**src/rtl/cam_capture_window.sv**
```systemverilog
// OV7670 capture front end: assembles RGB565 byte pairs, tracks x/y and issues
// frame-atomic buffer writes for a WIN_W x WIN_H window, plus per-frame statistics.
module cam_capture_window #(
  parameter int WIN_W          = 256,
  parameter int WIN_H          = 256,
  parameter bit VS_ACTIVE_HIGH = 1'b1
) (
  input  logic        clk,
  input  logic        rst,
  input  logic        vsync,
  input  logic        href,
  input  logic [7:0]  data,
  input  logic        capture_en,
  input  logic        err_clr,
  output logic        pix_valid,
  output logic [15:0] pix_data,
  output logic        frame_done,
  output logic        wr_en,
  output logic [15:0] wr_addr,
  output logic [15:0] wr_data,
  output logic [8:0]  lines_last,
  output logic [9:0]  ppl_last,
  output logic        err_odd_byte
);

  localparam logic [9:0] X_MAX = 10'd1023;
  localparam logic [8:0] Y_MAX = 9'd511;

  typedef enum logic {PH_HI, PH_LO} phase_t;

  // Input stage: every camera-side input is registered together so that
  // capture_en and err_clr line up with the vsync/href they accompany.
  logic       r_vs_s1, r_href_s1, r_cap_s1, r_clr_s1;
  logic [7:0] r_data_s1;
  logic       r_vs_prev, r_href_prev;

  logic [9:0]  r_x;
  logic [8:0]  r_y;
  phase_t      r_phase;
  logic [7:0]  r_hi;
  logic        r_cap_latched;

  logic        r_pix_valid, r_frame_done, r_wr_en, r_err;
  logic [15:0] r_pix_data, r_wr_addr, r_wr_data;
  logic [8:0]  r_lines_last;
  logic [9:0]  r_ppl_last;

  logic w_vs_act, w_vs_act_prev, w_frame_start, w_byte, w_href_fall;
  logic w_in_win, w_err_set;

  assign w_vs_act      = VS_ACTIVE_HIGH ? r_vs_s1   : ~r_vs_s1;
  assign w_vs_act_prev = VS_ACTIVE_HIGH ? r_vs_prev : ~r_vs_prev;
  assign w_frame_start = w_vs_act & ~w_vs_act_prev;
  // href is only meaningful outside vertical blanking.
  assign w_byte        = ~w_vs_act & r_href_s1;
  assign w_href_fall   = ~w_vs_act & ~r_href_s1 & r_href_prev;
  assign w_in_win      = r_cap_latched & (r_x < 10'(WIN_W)) & (r_y < 9'(WIN_H));
  assign w_err_set     = w_href_fall & (r_phase == PH_LO);

  // NOTE: every register here uses <= so all updates see pre-edge values.
  always_ff @(posedge clk or posedge rst) begin
    if (rst) begin
      r_vs_s1       <= 1'b0;
      r_href_s1     <= 1'b0;
      r_cap_s1      <= 1'b0;
      r_clr_s1      <= 1'b0;
      r_data_s1     <= 8'd0;
      r_vs_prev     <= 1'b0;
      r_href_prev   <= 1'b0;
      r_x           <= 10'd0;
      r_y           <= 9'd0;
      r_phase       <= PH_HI;
      r_hi          <= 8'd0;
      r_cap_latched <= 1'b0;
      r_pix_valid   <= 1'b0;
      r_pix_data    <= 16'd0;
      r_frame_done  <= 1'b0;
      r_wr_en       <= 1'b0;
      r_wr_addr     <= 16'd0;
      r_wr_data     <= 16'd0;
      r_lines_last  <= 9'd0;
      r_ppl_last    <= 10'd0;
      r_err         <= 1'b0;
    end else begin
      r_vs_s1     <= vsync;
      r_href_s1   <= href;
      r_cap_s1    <= capture_en;
      r_clr_s1    <= err_clr;
      r_data_s1   <= data;
      r_vs_prev   <= r_vs_s1;
      r_href_prev <= r_href_s1;

      r_pix_valid  <= 1'b0;
      r_frame_done <= 1'b0;
      r_wr_en      <= 1'b0;
      r_wr_addr    <= 16'd0;
      r_wr_data    <= 16'd0;

      if (w_frame_start) begin
        r_frame_done  <= 1'b1;
        r_lines_last  <= r_y;
        r_x           <= 10'd0;
        r_y           <= 9'd0;
        r_phase       <= PH_HI;
        r_cap_latched <= r_cap_s1;
      end else if (w_byte) begin
        if (r_phase == PH_HI) begin
          r_hi    <= r_data_s1;
          r_phase <= PH_LO;
        end else begin
          r_pix_valid <= 1'b1;
          r_pix_data  <= {r_hi, r_data_s1};
          r_phase     <= PH_HI;
          r_x         <= (r_x == X_MAX) ? r_x : r_x + 10'd1;
          if (w_in_win) begin
            r_wr_en   <= 1'b1;
            r_wr_addr <= {r_y[7:0], r_x[7:0]};
            r_wr_data <= {r_hi, r_data_s1};
          end
        end
      end else if (w_href_fall) begin
        r_ppl_last <= r_x;
        r_x        <= 10'd0;
        r_phase    <= PH_HI;
        if (r_x != 10'd0 && r_y != Y_MAX) r_y <= r_y + 9'd1;
      end

      // A half pixel at end of line wins over a simultaneous clear.
      if (w_err_set)     r_err <= 1'b1;
      else if (r_clr_s1) r_err <= 1'b0;
    end
  end

  assign pix_valid    = r_pix_valid;
  assign pix_data     = r_pix_data;
  assign frame_done   = r_frame_done;
  assign wr_en        = r_wr_en;
  assign wr_addr      = r_wr_addr;
  assign wr_data      = r_wr_data;
  assign lines_last   = r_lines_last;
  assign ppl_last     = r_ppl_last;
  assign err_odd_byte = r_err;

endmodule

```
**config.mk**
```make
export PLATFORM = sky130hd
export DESIGN_NAME = cam_capture_window
export DESIGN_NICKNAME = d
export VERILOG_FILES = /design/src/rtl/cam_capture_window.sv
export SDC_FILE = /design/constraint.sdc
export NUM_CORES = 1
export LEC_CHECK = 0
export ABC_CLOCK_PERIOD_IN_PS = 4910
export CORE_MARGIN = 10
export CORE_UTILIZATION = 51
export DETAILED_ROUTE_END_ITERATION = 10
export HOLD_SLACK_MARGIN = 0.03
export PLACE_DENSITY_LB_ADDON = 0.25
export SETUP_SLACK_MARGIN = 0.05
export SKIP_CTS_REPAIR_TIMING = 1
export SLEW_MARGIN = 20
export SYNTH_ARGS = -nofsm -noshare
export SYNTH_HDL_FRONTEND = slang
export SYNTH_SLANG_ARGS = --single-unit
export TNS_END_PERCENT = 10
```
**constraint.sdc**
```tcl
create_clock -name clk -period 4.91 [get_ports clk]
set_input_delay 1.473 -clock clk [delete_from_list [all_inputs] [get_ports clk]]
set_output_delay 1.473 -clock clk [all_outputs]
set_load 0.02 [all_outputs]
```
==> results.md, run 1 <==
* Core area at 8220 sq um
* Non-filler cells, final at 562
* Initial DRC Count at 87
* Share of cells above drive strength 1 at 0.133
* Num Clock Sinks at 114
* Crit path time final at 2950 ps
* Fin crit share at 0.601
* Synth area leader: dfrtp_1
* Leak Pwr at 2.71 nW
* Area of the mapped netlist at 4300 sq um
* Crit-path leading delay family: buffers and inverters
* TritonCTS clock tree: done
* Drt wl/cell at 16.2 microns
* Die Span Y at 112 microns
* Crit path required time at 3440 ps
* Final hold violation count at 0
* Worst rel slew slack at 0.340
* Worst clock skew at 8.97 ps
* Gr usage total at 0.147
* Synth unique cells at 37
* Setup_tns at 0 ps
* Number of global-route vias before repair at 3047
* Chip width at 112 microns
* Flop pwr share at 0.412
* Grt ovf at 0
* Rows at 33
* Slew Limit Fails at 0
* RePlAce Congestion at 0.863
* Worst-Margin Slew at 982 ps
* Status: finished, final reports clean
* Gate power share at 0.125
* Achievable Freq at 339 MHz
* Antenna violations before repair at 0
* PnR Total Power at 2.60 mW
* Max incr delay on CP at 620 ps
* Ys Warns at 0
* Synth area leaders: dfrtp_1 (66%), mux2_2 (6.5%), nand2_1 (6.3%), and2_1 (5.1%), o31ai_1 (1.9%)
* Layout area overhead at 35.3%
* Die area at 12500 sq um
* HPWL after DPL at 6040 microns
* Average size of a mapped cell at 12.2 sq um
* Routed Wire Length at 9130 microns
* Peak supply drop at 0.260 mV
* Max-cap violations at 0
* Switching power as a share of total power at 0.232
* WP buf/inv at 1
* Syn Inst Count at 353
* Max Fanout on Critical Path at 2
* IO Pins at 85
* Ys async rst share at 1.00
* Share of the yosys chip area belonging to registers at 0.664
* Clock power share at 0.463
* Final setup fails at 0
* Syn nets at 371
* CTS Buf Count at 17
* Initial DRT Pass Iterations at 4
* Worst Hold Class: reg2reg
* Remaining antenna violation count at 0
* Cell Pwr Density at 446 nW/um^2
* Residual DRC count at 0
* Global-route wire length before repair at 15000 microns
* Critical path class: reg2out
* Crit. End Element: output port
* Largest net degree at the start of global routing at 61
* Startpoint Class: flip-flop
* Unrepaired setup endpoints after global routing: no
* Post-synth EDFFs at 0
* Switching pwr at 0.604 mW
* PortBufs at 84
* Via-to-Cell Ratio at 5.20
* Clock root buffer: clkbuf_8
* Nets at 462
* Cell at the slowest stage of the critical path: clkdlybuf4s50_1
* CTS max path bufs at 2
* Ant. Diodes at 0
* Starting Density at 0.523
* Seq cells post-synth at 114
* Worst-path clk slew at 50 ps
* Cell total after placement at 530
* Post-route cell area at 5820 sq um
* Top-area cell type share of the netlist area at 0.664
* Worst skew pair latency at 500 ps
* Cell Int Power at 1.99 mW
* Worst endpoint data arrival time at 1480 ps
* Placed Area at 5220 sq um
* Crit-path cells: clkdlybuf4s50_1
* Ys flop type: dfrtp_1
* H-tree levels at 4
* Via count at 2925
-- worst paths after layout --
kind	start	end	slack [ps]	cells past startpoint
worst min register to register	r_clr_s1$_DFF_PP0_	err_odd_byte$_DFFE_PP0P_	460	1
max in group asynchronous	rst	pix_data[9]$_DFFE_PP0P_	2610	3
worst max register to register	r_vs_s1$_DFF_PP0_	wr_addr[15]$_DFF_PP0_	2260	4
worst min-delay path	r_clr_s1$_DFF_PP0_	err_odd_byte$_DFFE_PP0P_	460	1
worst max-delay path	pix_data[7]$_DFFE_PP0P_	pix_data[7]	1960	1
min in group asynchronous	rst	pix_data[15]$_DFFE_PP0P_	1460	2
-- power groups by stage --
stage	Clock (mW)	Sequential (mW)	Combinational [mW]
floorplan	0	1.15	0.103
global placement	0	1.08	0.321
detailed placement	0	1.09	0.326
CTS	1.22	1.07	0.331
global route	1.27	1.08	0.346
finish	1.20	1.07	0.323
-- logic make-up after synthesis --
group                    after synthesis  share of synthesized area
flip-flops                           114                      0.664
AND/OR/NAND/NOR                      147                      0.170
buffers and inverters                 22                     0.0230
XOR/XNOR                               1                    0.00204
adder cells (fa/ha/maj)                4                     0.0116
multiplexers                          29                     0.0748
AO/OA/AOI/OAI                         36                     0.0547
-- sequential cells by signal, indices dropped and copies added (netlist names) --
signal	flops
r_href_prev	1
err_odd_byte	1
r_clr_s1	1
pix_valid	1
r_phase	1
r_x	10
r_y	9
wr_addr	16
r_href_s1	1
r_vs_prev	1
wr_data	16
wr_en	1
frame_done	1
lines_last	9
r_vs_s1	1
ppl_last	10
r_cap_latched	1
r_data_s1	8
r_hi	8
r_cap_s1	1
pix_data	16
-- synthesized netlist by cell type, types with 2 or more instances --
library cell / number
nand2b_1: 3
mux2i_1: 4
buf_6: 2
nand3_1: 6
mux2_2: 25
nand4_1: 4
nor3_1: 2
inv_1: 7
nand2_1: 72
o21ai_0: 8
ha_1: 4
or4_1: 5
o31ai_1: 11
a21oi_1: 10
dfrtp_1: 114
clkbuf_1: 11
and2_1: 35
nor2_1: 8
or3_1: 4
-- metrics by stage --
step | hold slack, ps | setup slack [ps] | util
after floorplan | 374 | 421 | -
after global placement | 431 | 2070 | 0.636
after detailed placement | 445 | 2040 | 0.636
after CTS | 452 | 1920 | 0.708
after global routing | 490 | 1900 | 0.708
final | 456 | 1960 | 0.708
-- final cells by class --
| type | instances | area [sq um] |
|---|---|---|
| sequential | 114 | 2850 |
| fill | 587 | 2400 |
| multi-input combinational | 217 | 1350 |
| timing repair buffer | 87 | 863 |
| clock buffer | 22 | 463 |
| clock inverter | 10 | 131 |
| tap | 105 | 131 |
| inverter | 7 | 28.8 |
-- per-layer routing --
metal / vias to the layer above / share of wire / track usage / wire, microns
li1: 1375 / - / - / -
met2: 64 / 0.51 / 0.253 / 4680
met5: - / 0 / 0 / 0
met3: 9 / 0.055 / 0.0590 / 498
met4: 0 / 0.0095 / 0.0437 / 87
met1: 1477 / 0.42 / 0.164 / 3860
-- cell usage in the layout, fill, tap and decap left out, types with 2 or more instances in the layout --
cell / Yosys / layout
ha_1: 4 / 4
clkinv_2: 0 / 5
clkdlybuf4s50_1: 0 / 84
clkbuf_1: 11 / 2
clkbuf_16: 0 / 16
bufinv_16: 0 / 3
nor2_1: 8 / 8
nand4_1: 4 / 4
mux2i_1: 4 / 4
nand3_1: 6 / 6
inv_1: 7 / 6
clkbuf_8: 0 / 4
buf_4: 0 / 3
o31ai_1: 11 / 11
nor3_1: 2 / 2
a21oi_1: 10 / 10
o21ai_0: 8 / 8
or4_1: 5 / 5
or3_1: 4 / 4
mux2_2: 25 / 25
nand2_1: 72 / 72
dfrtp_1: 114 / 114
nand2b_1: 3 / 3
and2_1: 35 / 35
(Power assumes the default switching activity.)
==> run 2, diff against run 1 <==
Settings changed: ABC_CLOCK_PERIOD_IN_PS 4910 to 2400, CORE_UTILIZATION 51 to 46.
Clock period 4.91 ns to 2.4 ns, I/O delays scaled along.
==> run 2 against run 1 <==
Compared with the run above:
- worst setup slack got worse by 1800 ps
- final cell count increased by 2.3%
- sequential share of layout area decreased by 0.50 points
- core utilization decreased by 6.6 points
- combinational power increased by 110%
- total power increased by 100%
- sequential cell count unchanged
- clock power increased by 96%
- routed wire length increased by 4.2%
- via count increased by 1.3%
- critical endpoint is now wr_addr[1]
- clock skew decreased by 1.5 ps
- sequential power increased by 100%
==> results.md, run 2 (synthesized netlist as in run 1, its figures left out) <==
* Status: finished, final reports clean
* Global-route wire length before repair at 15900 microns (+6.1%)
* Largest net degree at the start of global routing at 61 (unchanged)
* Fin crit share at 0.915
* Ant. Diodes at 0 (unchanged)
* Gate power share at 0.128 (+0.003)
* Max-cap violations at 0 (unchanged)
* WHS at 440 ps (-16.1 ps)
* Cell Pwr Density at 886 nW/um^2 (+99%)
* Die Span Y at 117 microns (+4.3%)
* HPWL after DPL at 6340 microns (+5.0%)
* Worst-Margin Slew at 609 ps (-373 ps)
* Startpoint Class: flip-flop
* Setup_tns at 0 ps (unchanged)
* Peak supply drop at 0.417 mV (+60%)
* Unrepaired setup endpoints after global routing: no
* Register Area at 2850 sq um (unchanged)
* Final hold violation count at 0 (unchanged)
* Routed Wire Length at 9510 microns (+4.2%)
* Clock power share at 0.451 (-0.012)
* Initial DRC Count at 177 (+100%)
* Clock root buffer: clkbuf_8
* Rows at 35 (+6.1%)
* Die area at 13600 sq um (+8.9%)
* Crit-path leading delay family: buffers and inverters
* Leak Pwr at 2.73 nW (+0.57%)
* Commonest non-fill, non-tap cells in the layout: dfrtp_1 (114), clkdlybuf4s50_1 (84), nand2_1 (72)
* RePlAce Congestion at 0.867 (+0.44%)
* PortBufs at 84 (unchanged)
* Layout area overhead at 36.7%
* Chip width at 117 microns (+4.3%)
* CTS Buf Count at 17 (unchanged)
* H-tree levels at 4 (unchanged)
* Worst-path clk slew at 50 ps (about the same)
* Commonest non-fill, non-tap cell in the layout: dfrtp_1
* Share of cells above drive strength 1 at 0.149 (+0.0152)
* Number of global-route vias before repair at 3203 (+5.1%)
* Worst Hold Class: reg2reg
* Switching pwr at 1.28 mW (+110%)
* Drt wl/cell at 16.5 microns (+1.9%)
* Remaining antenna violation count at 0 (unchanged)
* Initial DRT Pass Iterations at 4 (unchanged)
* Critical path class: reg2out
* Multi-input logic area at 1350 sq um (unchanged)
* Max incr delay on CP at 650 ps (+30 ps)
* Crit path time final at 2200 ps
* Slew Limit Fails at 0 (unchanged)
* Final setup fails at 0 (unchanged)
* IO Pins at 85 (unchanged)
* Max Fanout on Critical Path at 1 (-1)
* Flop pwr share at 0.420 (+0.008)
* Cell at the slowest stage of the critical path: clkdlybuf4s50_1
* Core area at 9150 sq um (+11%)
* Grt ovf at 0 (unchanged)
* Worst rel slew slack at 0.594 (+0.254)
* Crit-path cells: clkdlybuf4s50_1
* Via-to-Cell Ratio at 5.15 (-0.96%)
* Cell Int Power at 3.93 mW (+97%)
* Via count at 2964 (+1.3%)
* CTS max path bufs at 2 (unchanged)
* Nets at 469 (+1.5%)
* WP buf/inv at 1 (unchanged)
* TritonCTS clock tree: done
* Crit path required time at 1680 ps (-1760 ps)
* Crit. End Element: output port
* Achievable Freq at 455 MHz
* Antenna violations before repair at 0 (unchanged)
* Num Clock Sinks at 114 (unchanged)
* Fill cells at 701 (+19%)
* Switching power as a share of total power at 0.246 (+0.0130)
* Worst skew pair latency at 500 ps (about the same)
* Residual DRC count at 0 (unchanged)
* Worst clock skew at 7.52 ps (-1.45 ps)
* Worst endpoint data arrival time at 1480 ps (about the same)
* Starting Density at 0.470 (-0.0535)
* Gr usage total at 0.148 (+0.00113)
## run 2: cell types whose count changed in the layout (fill, tap and decap cells not counted), sizes merged
cell,change
clkinvlp,+4
clkbuf,-3
buf,+7
bufinv,-1
## run 2: area by class of cell
class	instances	share of cell area
clock inverters	13	0.0232
well taps	111	0.0236
multi-input cells	217	0.229
inverters	7	0.00511
flip-flops and latches	114	0.485
clock buffers	19	0.0734
repair buffers	94	0.160
## run 2: worst paths after layout
path,start,end,slack [ps],cells past startpoint
worst max-delay path,wr_addr[1]$_DFF_PP0_,wr_addr[1],200,1
worst min-delay path,r_clr_s1$_DFF_PP0_,err_odd_byte$_DFFE_PP0P_,440,1
worst max register to register,r_y[0]$_DFFE_PP0P_,r_y[5]$_DFFE_PP0P_,210,7
worst min register to register,r_clr_s1$_DFF_PP0_,err_odd_byte$_DFFE_PP0P_,440,1
max in group asynchronous,rst,r_phase$_DFFE_PP0P_,1440,3
min in group asynchronous,rst,wr_data[15]$_DFF_PP0_,670,3
## run 2: metrics by stage
step / setup WS, ps / std cells / util / area, sq um / power (mW)
final: 204 / 575 / 0.642 / 5880 / 5.21
after floorplan: 295 / 353 / - / 4300 / 2.55
after detailed placement: 246 / 543 / 0.580 / 5310 / 2.90
after CTS: 156 / 575 / 0.642 / 5880 / 5.27
after global placement: 318 / 543 / 0.580 / 5310 / 2.88
after global routing: 119 / 575 / 0.642 / 5880 / 5.42
## run 2: power by group through the flow
stage | clock network [mW] | logic (mW) | registers (mW)
floorplan | 0 | 0.210 | 2.34
global route | 2.49 | 0.717 | 2.21
CTS | 2.39 | 0.684 | 2.19
detailed placement | 0 | 0.679 | 2.22
finish | 2.35 | 0.668 | 2.19
global placement | 0 | 0.671 | 2.21
## run 2: routing by layer
layer	up-vias	share of wire	track usage	wire length (microns)
met3	15	0.066	0.0539	627
met2	81	0.51	0.250	4890
met4	0	0.013	0.0544	119
met5	-	0	0	0
met1	1474	0.41	0.170	3880
li1	1394	-	-	-
